===== config.mk =====
export PLATFORM = sky130hd
export DESIGN_NAME = note_sequencer
export DESIGN_NICKNAME = d
export VERILOG_FILES = /design/src/rtl/note_sequencer.sv
export SDC_FILE = /design/constraint.sdc
export NUM_CORES = 1
export LEC_CHECK = 0
export BUFFER_PORTS_ARGS = -buffer_cell sky130_fd_sc_hd__clkbuf_2
export CAP_MARGIN = 30
export CORE_ASPECT_RATIO = 1.75
export CORE_MARGIN = 2
export CORE_UTILIZATION = 65
export DETAILED_ROUTE_END_ITERATION = 10
export PLACE_DENSITY = 0.87
export SYNTH_ARGS = -nofsm -noshare
export SYNTH_HDL_FRONTEND = slang
export SYNTH_SLANG_ARGS = --single-unit

===== constraint.sdc =====
create_clock -name clk -period 19.7 [get_ports clk]
set_input_delay 3.94 -clock clk [delete_from_list [all_inputs] [get_ports clk]]
set_output_delay 3.94 -clock clk [all_outputs]
set_load 0.02 [all_outputs]

===== src/rtl/note_sequencer.sv =====
// rtl/note_sequencer.sv - melody sequencer stepping a 16-entry {rest, note, dur} table at a fixed tempo
// Drives the note index and sound gate for the tone lookup/accumulator stage.
module note_sequencer #(
  parameter int TICK_DIV = 12500000,
  parameter int GAP      = 1250000
) (
  input  logic       clk,
  input  logic       rst_n,
  input  logic       wr_en,
  input  logic [3:0] wr_addr,
  input  logic [9:0] wr_data,
  input  logic [3:0] length,
  input  logic       loop,
  input  logic       play,
  input  logic       stop,
  output logic [4:0] note,
  output logic       gate,
  output logic [3:0] step,
  output logic       busy,
  output logic       done
);

  localparam int CW = $clog2(16 * TICK_DIV);
  localparam logic [CW-1:0] TD_C  = CW'(TICK_DIV);
  localparam logic [CW-1:0] GAP_C = CW'(GAP);

  typedef enum logic [1:0] {S_IDLE, S_LOAD, S_PLAY} state_e;

  state_e        state_q, state_d;
  logic [CW-1:0] cnt_q, cnt_d;
  logic [4:0]    note_q, note_d;
  logic [3:0]    step_q, step_d;
  logic          gate_q, gate_d;
  logic          busy_q, busy_d;
  logic          done_q, done_d;
  logic          aud_q, aud_d;

  logic [9:0]    mem_q [16];

  // Memory is deliberately not reset; LOAD reads the pre-write contents.
  always_ff @(posedge clk) begin
    if (wr_en) mem_q[wr_addr] <= wr_data;
  end

  logic [9:0]    entry;
  logic [4:0]    e_note;
  logic          e_valid, e_aud, last, cnt_zero, gap_hit;
  logic [CW-1:0] cnt_load;

  assign entry    = mem_q[step_q];
  assign e_note   = entry[8:4];
  assign e_valid  = (e_note <= 5'd23);
  assign e_aud    = e_valid & ~entry[9];
  assign cnt_load = (CW'(entry[3:0]) + CW'(1)) * TD_C - CW'(1);
  assign last     = (step_q == length);
  assign cnt_zero = (cnt_q == '0);
  assign gap_hit  = (GAP > 0) && (cnt_q == GAP_C);

  always_ff @(posedge clk or negedge rst_n) begin
    if (!rst_n) begin
      state_q <= S_IDLE;
      cnt_q   <= '0;
      note_q  <= '0;
      step_q  <= '0;
      gate_q  <= 1'b0;
      busy_q  <= 1'b0;
      done_q  <= 1'b0;
      aud_q   <= 1'b0;
    end else begin
      state_q <= state_d;
      cnt_q   <= cnt_d;
      note_q  <= note_d;
      step_q  <= step_d;
      gate_q  <= gate_d;
      busy_q  <= busy_d;
      done_q  <= done_d;
      aud_q   <= aud_d;
    end
  end

  always_comb begin
    state_d = state_q;
    case (state_q)
      S_IDLE: if (play && !stop) state_d = S_LOAD;
      S_LOAD, S_PLAY: begin
        if (stop)                   state_d = S_IDLE;
        else if (play)              state_d = S_LOAD;
        else if (state_q == S_LOAD) state_d = S_PLAY;
        else if (cnt_zero)          state_d = (!last || loop) ? S_LOAD : S_IDLE;
      end
      default: state_d = S_IDLE;
    endcase
  end

  always_comb begin
    cnt_d  = cnt_q;
    note_d = note_q;
    step_d = step_q;
    gate_d = gate_q;
    busy_d = busy_q;
    done_d = 1'b0;
    aud_d  = aud_q;
    case (state_q)
      S_IDLE: begin
        if (play && !stop) begin
          step_d = '0;
          busy_d = 1'b1;
        end
      end
      default: begin
        if (stop) begin
          gate_d = 1'b0;
          busy_d = 1'b0;
          done_d = 1'b1;
        end else if (play) begin
          step_d = '0;
          gate_d = 1'b0;
        end else if (state_q == S_LOAD) begin
          note_d = e_valid ? e_note : 5'd0;
          gate_d = (GAP == 0) ? gate_q : e_aud;
          aud_d  = e_aud;
          cnt_d  = cnt_load;
        end else begin
          cnt_d = cnt_q - CW'(1);
          // Without an articulation gap the gate follows the step once LOAD is past (legato).
          if (GAP == 0)   gate_d = aud_q;
          else if (gap_hit) gate_d = 1'b0;
          if (cnt_zero) begin
            if (!last)     step_d = step_q + 4'd1;
            else if (loop) step_d = '0;
            else begin
              gate_d = 1'b0;
              busy_d = 1'b0;
              done_d = 1'b1;
            end
          end
        end
      end
    endcase
  end

  assign note = note_q;
  assign gate = gate_q;
  assign step = step_q;
  assign busy = busy_q;
  assign done = done_q;

endmodule


* Word-level counts from Yosys, hierarchy flattened
Memories as Yosys holds them, arrays and structs flattened.
Cells that the tools add are included.
** Word-level totals
- Bits in registers :: 42
- Latch bits :: 0
- RAM bits :: 160
- Memory bits (read-only) :: 0
- Memories kept :: 1
** Memory list
- mem_q :: depth 16, width 10, rd ports 1, clocked after Yosys merged registers in 0, write ports 1, RTL line 38 : logic [9:0] mem_q [16];
** Operators by class
- Add/subtract/negate cells :: 4
- $mul :: 1
- Divide/modulo/power cells :: 0
- $lt $le $gt $ge :: 1
- Equality and inequality tests :: 12
- Shift operators :: 0
- Multiplexer cells :: 41
- Bitwise operators :: 5
- Reductions and logical operators :: 15
** Operators with widths (number)
- 28-bit by 1-bit subtractor with 28-bit output (second input constant) :: 2
- 4-bit 2-to-1 mux :: 8
- 28-bit by 21-bit == test with 1-bit output (second input constant) :: 1
- 28-bit logical NOT :: 1
- 28-bit 2-to-1 mux :: 1
- 1-bit 2-to-1 mux :: 25
- 5-bit by 19-bit multiplier with 23-bit output (second input constant) :: 1
- 2-bit 2-to-1 mux :: 5
- 3-bit nonzero test :: 3
- 3-bit by 1-bit inequality test with 1-bit output (second input constant) :: 2
- 3-bit by 2-bit inequality test with 1-bit output (second input constant) :: 2
- 6-bit AND reduction :: 1
- 4-bit by 1-bit adder with 5-bit output (second input constant) :: 1
- 5-bit <= comparator (second input constant) :: 1
- 5-bit 2-to-1 mux :: 1
- 5-bit inequality test (second input constant) :: 1
- 5-bit AND reduction :: 1
- 4-bit by 1-bit adder with 4-bit output (second input constant) :: 1
- 4-bit == test :: 1
- 4-bit by 3-bit inequality test with 1-bit output (second input constant) :: 1
- 1-bit NOT :: 4
- 2-bit one-hot mux with 2 select lines :: 1
- 4-bit AND reduction :: 1
- 3-bit AND reduction :: 1
- other kinds (11) :: 12

* Longest topological paths before layout
Gate-level depths: netlist of the first run.
- Depth in word-level cells :: 9
- Mapped depth :: 24
- Depth with buffers taken out :: 22

* Least setup slack after synthesis of the first run
OpenSTA, ideal clock, no wires.
- Kind :: register to register
- From :: register step_q[0], in the netlist step[0]
- To :: register cnt_q[24]
- Data arrival time :: 6.462 ns
- Required time :: 19.575 ns
- Setup slack :: 13.113 ns
- Cell stages (with the launch flop) :: 25
- Clock period less this slack :: 6.587 ns
- Cells stage by stage :: dfrtp_1 buf_4 mux4_1 mux4_2 buf_2 ha_1 clkbuf_1 xnor2_1 inv_1 fa_1 inv_1 ha_1 inv_1 fa_1 inv_1 ha_1 o211ai_1 nor2_1 a2111oi_0 nor2_1 nor3_1 a31oi_1 a221oi_2 xnor2_1 mux2_2
** On the way
- Longest elaborated chain between the ends :: 5
** Ends and longest elaborated chain
- start, declared :: RTL line 32 : logic [3:0] step_q, step_d;
- start signal, assigned :: RTL line 73 : step_q <= step_d;
- memory 16 x 10 bit
- 4-bit by 1-bit adder with 5-bit output :: RTL line 54 : assign cnt_load = (CW'(entry[3:0]) + CW'(1)) * TD_C - CW'(1);
- 5-bit by 19-bit multiplier with 23-bit output :: RTL line 54
- 28-bit by 1-bit subtractor with 28-bit output :: RTL line 54
- 28-bit 2-to-1 mux :: RTL line 118 : end else if (state_q == S_LOAD) begin
- end signal, assigned :: RTL line 71 : cnt_q <= cnt_d;
- end, declared :: RTL line 30 : logic [CW-1:0] cnt_q, cnt_d;
No other way between the ends.
A chain may end at the register's enable or synchronous reset.

* Final worst setup path of the first run
Same ends and word-level chain as after synthesis.

==> summary.txt, run 1 <==
Route
  • Via Count: 6939
  • WL final: 26790 um
  • DR WL/cell: 26.37 um
  • Post-route ant nets: 0
  • # DRC: 0
  • Initial drt markers: 533
  • DR pass1 iterations: 5
  • Vias/cell: 6.830

STA
  • Fin crit period: 7.578 ns
  • Worst-Margin Slew: 0.8066 ns
  • Maximum clock frequency: 132.0 MHz
  • Final Hold Viols: 0
  • Clk_skew: 0.02675 ns
  • Total negative slack: 0 ns
  • RSZ-0062 raised after global routing: false
  • Fin. max-slew vios: 0
  • Fin crit share: 0.3847
  • Relative slew margins: 0.4623
  • Final Setup Violations: 0

Hold path
  • Worst Hold Class: flip-flop to flip-flop
  • Hold Path Stages: 2
  • Hold endpoint: note[4]
  • Hold Path Origin: note[4]

CTS
  • CTS clk-pin slew, worst paths: 0.07 ns
  • Maximum root-to-sink buffer count: 3
  • # hold bufs at CTS: 0
  • Setup Buffers After CTS: 0
  • TritonCTS clock tree: yes
  • Worst-skew pair later-pin latency: 0.50 ns
  • CTS Buf Count: 18
  • PostCTS Resize Cnt: 0
  • Root Driver: clkbuf_16
  • CTS sink cnt: 202
  • CTS HTree Levels: 1

Die
  • Core ar.: 0.01580 mm2
  • Initial Utilization: 0.6595
  • Chip height: 171.5 um
  • DIE WIDTH: 99.71 um
  • Row cnt: 61
  • Top-Level Pins: 36
  • Die area: 0.01710 mm2

Logic synthesis
  • #FFs+latches synth: 202
  • Ys flop type: edfxtp_1
  • Synth top cells by count: edfxtp_1 (160), nor2_1 (56), inv_1 (46)
  • Largest family of logic cells by synthesized area: multiplexers
  • Compound-Gate Fraction of Synth Area: 0.07734
  • Post-Synth Adder-Cell Area: 0.08550
  • Post-synth cell types: 71
  • Area contributors post-synth: edfxtp_1 (46%), dfrtp_1 (10%), mux4_2 (9.5%), ha_1 (5.3%), fa_1 (3.3%)
  • Post-synth EDFFs: 160
  • Synth top area share: 0.4612
  • Multiplexer share of the synthesized area: 0.1196
  • Post-synthesis xor/xnor area fraction: 0.03026
  • Synth Area in Simple Gates: 0.09379
  • Post-synthesis async set-or-reset flop share: 0.2079
  • Mapped Cells: 765
  • Post-Syn Nets: 850
  • Area leader, netlist: edfxtp_1
  • Mapped Area: 0.01042 mm2
  • Synth Warn #: 0
  • Syn avg cell area: 13.62 um2
  • Seq/Total Area, Yosys: 0.5620
  • Most frequent cell after synthesis: edfxtp_1

Global route
  • Wire length of the first global-routing pass: 41410 um
  • Vias in the first global route: 7299
  • Total GRT Usage: 0.3296
  • Total congestion overflow: 0
  • Initial antenna violation count: 0
  • Largest net degree at the start of global routing: 51

Critical path
  • Crit start category: flip-flop
  • CP arrival: 7.97 ns
  • Critical path type: flip-flop to flip-flop
  • Reg2reg setup slack: 12.12 ns
  • Slowest CP cell: mux4_1
  • R2R depth: 22
  • CP max stage delay: 0.71 ns
  • Most used cell along the critical path: inv_1
  • R2r endpoint: cnt_q[24]
  • Crit-path cells: buf_4 > mux4_1 > mux4_2 > ha_1 > xnor2_1 > inv_1 > fa_1 > inv_1 > ha_1 > inv_1 > fa_1 > inv_1 > ha_1 > nor2_1 > o21ai_1 > a2111oi_0 > nor2_1 > nor3_1 > a31oi_1 > a221oi_2 > xnor2_1 > mux2_2
  • Worst path required time: 20.09 ns
  • R2r startpoint: step[0]
  • Crit path max fanout: 41
  • CP endpoint kind: flip-flop

Layout
  • Layout cells sized above 1: 0.1826
  • Area grow syn2layout: 10.14%
  • Register area: 0.005858 mm2
  • NumNets Final: 900
  • Footprint of the multi-input gates: 0.004240 mm2
  • Fill cells: 944
  • # diodes: 0
  • Finished Layout Cells: 1016

Placed design
  • Global placer's final weighted congestion: 0.9286
  • Post-DP HPWL: 17480 um
  • Placed Cells: 984
  • Buffers added on ports: 35

Run status
  • Status: finished clean

Flow run
  • Maxcap violations: 0
## cells by family after synthesis
kind of cell | after synthesis
adder cells (fa/ha/maj) | 61
AO/OA/AOI/OAI | 127
XOR/XNOR | 36
buffers and inverters | 80
multiplexers | 59
flip-flops | 202
AND/OR/NAND/NOR | 200
## worst max path at each step
stage | startpoint | to | slack [ns] | cells after the start
2_1_floorplan | step[0] | cnt_q[24] | 13.11 | 24
3_3_place_gp | step[0] | cnt_q[24] | 12.47 | 22
3_5_place_dp | step[0] | cnt_q[24] | 12.18 | 22
4_1_cts | step[0] | cnt_q[24] | 12.13 | 22
5_1_grt | step[0] | cnt_q[26] | 11.53 | 22
6_report | step[0] | cnt_q[24] | 12.12 | 22
## layout by cell type, fill, tap and decap left out, types with 4 or more instances in the layout
master and n:
nor4_1 11, and3_1 4, nand2_1 45, nor2b_1 6, o21ai_0 28, mux4_2 44, a21o_1 4, a21oi_1 28
xor2_1 12, buf_4 20, ha_1 44, clkbuf_16 18, clkinv_1 6, inv_1 46, nor2_1 56, nand3_1 19
o31a_1 4, clkbuf_1 4, edfxtp_1 160, o22ai_1 4, dfrtp_1 40, clkbuf_2 35, o21ai_1 22, fa_1 17
mux4_1 4, xnor2_1 24, nor3_1 26, a31oi_1 5, nand2b_1 7, mux2_2 6
## worst max-delay path: cells and delay by family (launching register included)
family,cells,cell delay [ns]
AO/OA/AOI/OAI,4,1.14
AND/OR/NAND/NOR,3,0.67
adder cells (fa/ha/maj),5,1.99
XOR/XNOR,2,0.56
buffers and inverters,5,1.05
flip-flops,1,0.34
multiplexers,3,1.68
## registers in the layout, summed over array words and instances, names as in the netlist
signal and cells:
mem_q 160, cnt_q 28, note 5, step 4
state_q 2, busy 1, done 1, gate 1
## through the flow
step	instance area, um2	worst slack (ns)	hold WS, ns	utilization
final	11470	12.12	0.5005	0.7263
after global placement	10850	12.47	0.4777	0.6869
after floorplan	10420	13.11	0.4742	-
after CTS	11470	12.13	0.5013	0.7263
after detailed placement	10910	12.18	0.4795	0.6907
after global routing	11470	11.53	0.5284	0.7263
## cell type report
class                           instances  area share
Sequential cell                       202      0.5105
Multi-Input combinational cell        483      0.3695
Clock buffer                           22     0.04056
Timing Repair Buffer                   59     0.03369
Tap cell                              189     0.02061
Inverter                               51     0.01668
Clock inverter                         10    0.008396
## metal layers
layer / up-vias / part of all wire / track usage
met1: 3405 / 0.31 / 0.3642
li1: 2985 / - / -
met5: - / 0 / 0
met4: 0 / 0.067 / 0.1906
met2: 416 / 0.55 / 0.6025
met3: 133 / 0.069 / 0.04226
Power of run 1 is left out: the tool's default activity adds up to more than one toggle a clock period on the data nets, which glitch-free logic cannot reach.
==> inputs of run 2 (changes only) <==
- ABC_AREA: unset -> 1
- CORE_UTILIZATION: 65 -> 63
- PLACE_DENSITY: 0.87 -> 0.85
- clock period: 19.7 -> 7.45 ns (I/O delays scaled with it)
==> summary.txt, run 2 <==
Logic synthesis
  • Post-synth cell types: 49 (was 71)
  • Post-synth EDFFs: 160 (unchanged)
  • #FFs+latches synth: 202 (unchanged)
  • Post-Syn Nets: 1164 (was 850)
  • Syn avg cell area: 9.925 um2 (was 13.62 um2)
  • Post-synthesis async set-or-reset flop share: 0.2079 (unchanged)
  • Synth Warn #: 0 (unchanged)
  • Most frequent cell after synthesis: nand2_1 (was edfxtp_1)
  • Ys flop type: edfxtp_1 (unchanged)
  • Synth top area share: 0.4487 (was 0.4612)
  • Seq/Total Area, Yosys: 0.5468 (was 0.5620)
  • Synth top cells by count: nand2_1 (161), edfxtp_1 (160), nor2_1 (145) (was edfxtp_1 (160), nor2_1 (56), inv_1 (46))
  • Area contributors post-synth: edfxtp_1 (45%), dfrtp_1 (9.8%), nand2_1 (5.6%), ha_1 (5.1%), nor2_1 (5.1%) (was edfxtp_1 (46%), dfrtp_1 (10%), mux4_2 (9.5%), ha_1 (5.3%), fa_1 (3.3%))
  • Area leader, netlist: edfxtp_1 (unchanged)
  • Mapped Cells: 1079 (was 765)
  • Mapped Area: 0.01071 mm2 (was 0.01042 mm2)

Run status
  • Status: finished, violations left (was finished clean)
  • Failing checks: DRC

STA
  • Maximum clock frequency: 145.7 MHz (was 132.0 MHz)
  • Hold_ws: 0.5037 ns (was 0.5005 ns)
  • Relative slew margins: 0.4113 (was 0.4623)
  • Fin crit period: 6.863 ns (was 7.578 ns)
  • Clk_skew: 0.01744 ns (was 0.02675 ns)
  • Worst-Margin Slew: 0.8750 ns (was 0.8066 ns)
  • Final Setup Violations: 0 (unchanged)
  • Total negative slack: 0 ns (unchanged)
  • Fin crit share: 0.9212 (was 0.3847)
  • Final setup margin: 0.5869 ns (was 12.12 ns)
  • Fin. max-slew vios: 0 (unchanged)
  • RSZ-0062 raised after global routing: false (unchanged)
  • Final Hold Viols: 0 (unchanged)

CTS
  • # hold bufs at CTS: 0 (unchanged)
  • TritonCTS clock tree: yes (unchanged)
  • CTS clk-pin slew, worst paths: 0.07 ns (about the same)
  • Root Driver: clkbuf_16 (unchanged)
  • CTS Buf Count: 19 (was 18)
  • Setup Buffers After CTS: 0 (unchanged)
  • PostCTS Resize Cnt: 0 (unchanged)
  • Worst-skew pair later-pin latency: 0.49 ns (was 0.50 ns)
  • Maximum root-to-sink buffer count: 3 (unchanged)
  • CTS HTree Levels: 1 (unchanged)
  • CTS sink cnt: 202 (unchanged)

Route
  • # DRC: 1 (was 0)
  • DR WL/cell: 19.62 um (was 26.37 um)
  • Vias/cell: 6.087 (was 6.830)
  • WL final: 26690 um (was 26790 um)
  • DR pass1 iterations: 8 (was 5)
  • Initial drt markers: 609 (was 533)
  • Via Count: 8278 (was 6939)
  • Post-route ant nets: 0 (unchanged)

Placed design
  • Post-DP HPWL: 18440 um (was 17480 um)
  • Placement Cell Area: 0.01118 mm2 (was 0.01091 mm2)
  • Setup slack at placement: 0.6911 ns (was 12.18 ns)
  • Global placer's final weighted congestion: 0.9725 (was 0.9286)
  • Buffers added on ports: 35 (unchanged)

Critical path
  • R2R depth: 30 (was 22)
  • CP endpoint kind: flip-flop (unchanged)
  • CP max stage delay: 0.69 ns (was 0.71 ns)
  • CP arrival: 7.29 ns (was 7.97 ns)
  • R2r endpoint: cnt_q[26] (was cnt_q[24])
  • Reg2reg setup slack: 0.59 ns (was 12.12 ns)
  • Critical path type: flip-flop to flip-flop (unchanged)
  • R2r startpoint: step[0] (unchanged)
  • Worst path required time: 7.88 ns (was 20.09 ns)
  • Slowest CP cell: dfrtp_2 (was mux4_1)
  • Crit start category: flip-flop (unchanged)
  • Crit path max fanout: 28 (was 41)
  • Most used cell along the critical path: nand2_1 (was inv_1)

Hold path
  • Hold Path Stages: 2 (unchanged)
  • Hold endpoint: note[3] (was note[4])
  • Hold Path Origin: note[3] (was note[4])
  • Worst Hold Class: flip-flop to flip-flop (unchanged)

Layout
  • Area grow syn2layout: 10.38% (was 10.14%)
  • Most common cell after layout, fill and taps aside: nand2_1 (was edfxtp_1)
  • # diodes: 0 (unchanged)
  • Fill cells: 1210 (was 944)
  • Most frequent cells in the layout: nand2_1 (161), edfxtp_1 (160), nor2_1 (145) (was edfxtp_1 (160), nor2_1 (56), inv_1 (46))
  • Register name with the most flops: mem_q (unchanged)
  • Max FFs per register: 160 (unchanged)
  • NumNets Final: 1207 (was 900)
  • Fin area: 0.01182 mm2 (was 0.01147 mm2)
  • Layout cells sized above 1: 0.1015 (was 0.1826)

Flow run
  • Maxcap violations: 0 (unchanged)

Global route
  • Total GRT Usage: 0.3040 (was 0.3296)
  • Vias in the first global route: 8209 (was 7299)
  • Wire length of the first global-routing pass: 41790 um (was 41410 um)
  • Largest net degree at the start of global routing: 59 (was 51)
  • Total congestion overflow: 0 (unchanged)
  • Initial antenna violation count: 0 (unchanged)

Die
  • Chip height: 176.5 um (was 171.5 um)
  • Row cnt: 63 (was 61)
  • DIE WIDTH: 102.6 um (was 99.71 um)
  • Top-Level Pins: 36 (unchanged)
  • Initial Utilization: 0.6378 (was 0.6595)
  • Die area: 0.01810 mm2 (was 0.01710 mm2)
  • Core ar.: 0.01679 mm2 (was 0.01580 mm2)
## run 2: worst max path at each step
stage	from	to	slack (ns)	cells after the start
5_1_grt	step[0]	cnt_q[22]	0.02	30
3_5_place_dp	step[0]	cnt_q[26]	0.69	30
2_1_floorplan	step[1]	cnt_q[26]	1.71	33
6_report	step[0]	cnt_q[26]	0.59	30
4_1_cts	step[0]	cnt_q[26]	0.62	30
3_3_place_gp	step[0]	cnt_q[26]	0.89	30
## run 2: critical path, delay by kind of cell, from the launching register on
kind | cells | cell delay (ns)
adders and majority gates | 5 | 2.10
and+or+nand+nor | 17 | 1.78
buffers and inverters | 4 | 1.12
xor gates and xnor gates | 2 | 0.74
DFF | 1 | 0.69
AOI/OAI and AO/OA | 2 | 0.35
## run 2: cells by family (layout without fill, tap and decap cells)
family | count (synthesis) | count (layout) | synth area share
DFF | 202 | 202 | 0.5468
adders and majority gates | 61 | 61 | 0.08319
and+or+nand+nor | 429 | 429 | 0.1727
xor gates and xnor gates | 35 | 35 | 0.02933
AOI/OAI and AO/OA | 186 | 186 | 0.1041
buffers and inverters | 166 | 220 | 0.06391
## run 2: area by class of cell
type / count / area, um2 / share of cell area
Sequential cell: 202 / 5857 / 0.4955
Timing Repair Buffer: 62 / 392.9 / 0.03324
Clock inverter: 12 / 163.9 / 0.01387
Clock buffer: 20 / 479.2 / 0.04054
Multi-Input combinational cell: 711 / 4169 / 0.3527
Tap cell: 227 / 284.0 / 0.02403
Inverter: 126 / 474.2 / 0.04012
## run 2: stage by stage
| step | utilization | cells |
|---|---|---|
| after floorplan | - | 1079 |
| after global placement | 0.6590 | 1315 |
| after detailed placement | 0.6657 | 1328 |
| after CTS | 0.7040 | 1360 |
| after global routing | 0.7040 | 1360 |
| final | 0.7040 | 1360 |
## run 2: layer usage
metal	global-route usage	routed length [um]
met1	0.3360	8979
met5	0	0
met2	0.5523	14430
met3	0.03365	1595
met4	0.1694	1676
Power of run 2 is left out for the same reason.
==> inputs of run 3 (changes only) <==
- CORE_UTILIZATION: 63 -> 55
- PLACE_DENSITY: 0.85 -> 0.76
==> summary.txt, run 3 (synthesis gave the netlist of run 2 again) <==
Run status
  • Status: finished clean (was finished, violations left)

Hold path
  • Worst Hold Class: flip-flop to flip-flop (unchanged)
  • Hold Path Origin: note[3] (unchanged)
  • Hold endpoint: note[3] (unchanged)
  • Hold Path Stages: 2 (unchanged)

CTS
  • Maximum root-to-sink buffer count: 3 (unchanged)
  • CTS sink cnt: 202 (unchanged)
  • TritonCTS clock tree: yes (unchanged)
  • CTS clk-pin slew, worst paths: 0.07 ns (about the same)
  • PostCTS Resize Cnt: 0 (unchanged)
  • Root Driver: clkbuf_16 (unchanged)
  • Setup Buffers After CTS: 0 (unchanged)
  • CTS Buf Count: 19 (unchanged)
  • # hold bufs at CTS: 0 (unchanged)
  • Worst-skew pair later-pin latency: 0.49 ns (about the same)
  • CTS HTree Levels: 1 (unchanged)

Layout
  • Layout cells sized above 1: 0.09763 (was 0.1015)
  • Fin area: 0.01174 mm2 (was 0.01182 mm2)
  • # diodes: 0 (unchanged)
  • Register name with the most flops: mem_q (unchanged)
  • Most frequent cells in the layout: nand2_1 (161), edfxtp_1 (160), nor2_1 (145) (unchanged)
  • Most common cell after layout, fill and taps aside: nand2_1 (unchanged)
  • NumNets Final: 1209 (was 1207)
  • Area grow syn2layout: 9.651% (was 10.38%)
  • Finished Layout Cells: 1378 (was 1360)
  • Max FFs per register: 160 (unchanged)

Route
  • DR WL/cell: 18.58 um (was 19.62 um)
  • # DRC: 0 (was 1)
  • Vias/cell: 5.781 (was 6.087)
  • Post-route ant nets: 0 (unchanged)
  • Via Count: 7966 (was 8278)
  • WL final: 25610 um (was 26690 um)
  • DR pass1 iterations: 6 (was 8)
  • Initial drt markers: 568 (was 609)

Critical path
  • Crit start category: flip-flop (unchanged)
  • R2r endpoint: cnt_q[26] (unchanged)
  • CP arrival: 7.02 ns (was 7.29 ns)
  • Crit path max fanout: 69 (was 28)
  • CP max stage delay: 0.59 ns (was 0.69 ns)
  • R2r startpoint: step[0] (unchanged)
  • Most used cell along the critical path: nand2_1 (unchanged)
  • CP endpoint kind: flip-flop (unchanged)
  • Slowest CP cell: buf_4 (was dfrtp_2)
  • R2R depth: 32 (was 30)
  • Critical path type: flip-flop to flip-flop (unchanged)
  • Worst path required time: 7.88 ns (about the same)
  • Reg2reg setup slack: 0.85 ns (was 0.59 ns)

STA
  • Fin crit share: 0.8857 (was 0.9212)
  • Final Hold Viols: 0 (unchanged)
  • Final setup margin: 0.8516 ns (was 0.5869 ns)
  • Final Setup Violations: 0 (unchanged)
  • Total negative slack: 0 ns (unchanged)
  • Relative slew margins: 0.4484 (was 0.4113)
  • Fin. max-slew vios: 0 (unchanged)
  • Maximum clock frequency: 151.6 MHz (was 145.7 MHz)
  • RSZ-0062 raised after global routing: false (unchanged)
  • Worst-Margin Slew: 0.8254 ns (was 0.8750 ns)
  • Fin crit period: 6.598 ns (was 6.863 ns)
  • Clk_skew: 0.01936 ns (was 0.01744 ns)

Global route
  • Largest net degree at the start of global routing: 70 (was 59)
  • Total GRT Usage: 0.2578 (was 0.3040)
  • Initial antenna violation count: 0 (unchanged)
  • Total congestion overflow: 0 (unchanged)
  • Vias in the first global route: 8240 (was 8209)
  • Wire length of the first global-routing pass: 40590 um (was 41790 um)

Placed design
  • Buffers added on ports: 35 (unchanged)
  • Setup slack at placement: 0.9917 ns (was 0.6911 ns)
  • Global placer's final weighted congestion: 0.9386 (was 0.9725)
  • Placement Cell Area: 0.01120 mm2 (was 0.01118 mm2)
  • Placed Cells: 1344 (was 1328)
  • Post-DP HPWL: 18210 um (was 18440 um)

Flow run
  • Maxcap violations: 0 (unchanged)

Die
  • Die area: 0.02065 mm2 (was 0.01810 mm2)
  • Initial Utilization: 0.5603 (was 0.6378)
  • Row cnt: 67 (was 63)
  • DIE WIDTH: 109.5 um (was 102.6 um)
  • Core ar.: 0.01911 mm2 (was 0.01679 mm2)
  • Chip height: 188.6 um (was 176.5 um)
  • Top-Level Pins: 36 (unchanged)
==> run 3: cell types whose count changed in the layout (fill, tap and decap cells not counted) <==
cell and change:
buf_4 +5, buf_6 -3, bufinv_16 -4, clkbuf_1 +4
clkinv_1 +4, clkinv_2 -3, clkinv_4 -1, clkinvlp_4 +2
==> run 3: worst max-delay path, delay by kind of cell, from the launching register on <==
family,cells,cell delay [ns]
and+or+nand+nor,15,1.84
adders and majority gates,4,1.74
DFF,1,0.55
xor gates and xnor gates,1,0.45
buffers and inverters,7,1.22
AOI/OAI and AO/OA,5,0.69
==> run 3: cell type report <==
type                       instances  area (um2)
clock buffer                      24       494.2
clock inverter                    10       50.05
fill                            1583        7371
inverter                         126       474.2
multi-input combinational        711        4169
sequential                       202        5857
tap                              241       301.5
timing repair buffer              64       396.6
==> run 3: how the worst max path moves through the flow <==
stage           endpoint  startpoint
5_1_grt        cnt_q[26]     step[0]
6_report       cnt_q[26]     step[0]
4_1_cts        cnt_q[26]     step[0]
2_1_floorplan  cnt_q[26]     step[1]
3_5_place_dp   cnt_q[26]     step[0]
3_3_place_gp   cnt_q[26]     step[0]
==> run 3: layer usage <==
layer / part of all wire / routed length (um) / track usage
met2: 0.55 / 14030 / 0.4805
met3: 0.040 / 1016 / 0.03044
met1: 0.35 / 8880 / 0.2618
met4: 0.066 / 1683 / 0.1621
met5: 0 / 0 / 0
==> run 3: per-stage QoR <==
stage	hold WS, ns	util
5_1_grt	0.5359	0.6144
3_5_place_dp	0.4812	0.5859
4_1_cts	0.4989	0.6144
3_3_place_gp	0.4752	0.5818
6_report	0.4968	0.6144
2_1_floorplan	0.5023	-
Power of run 3 is left out for the same reason.
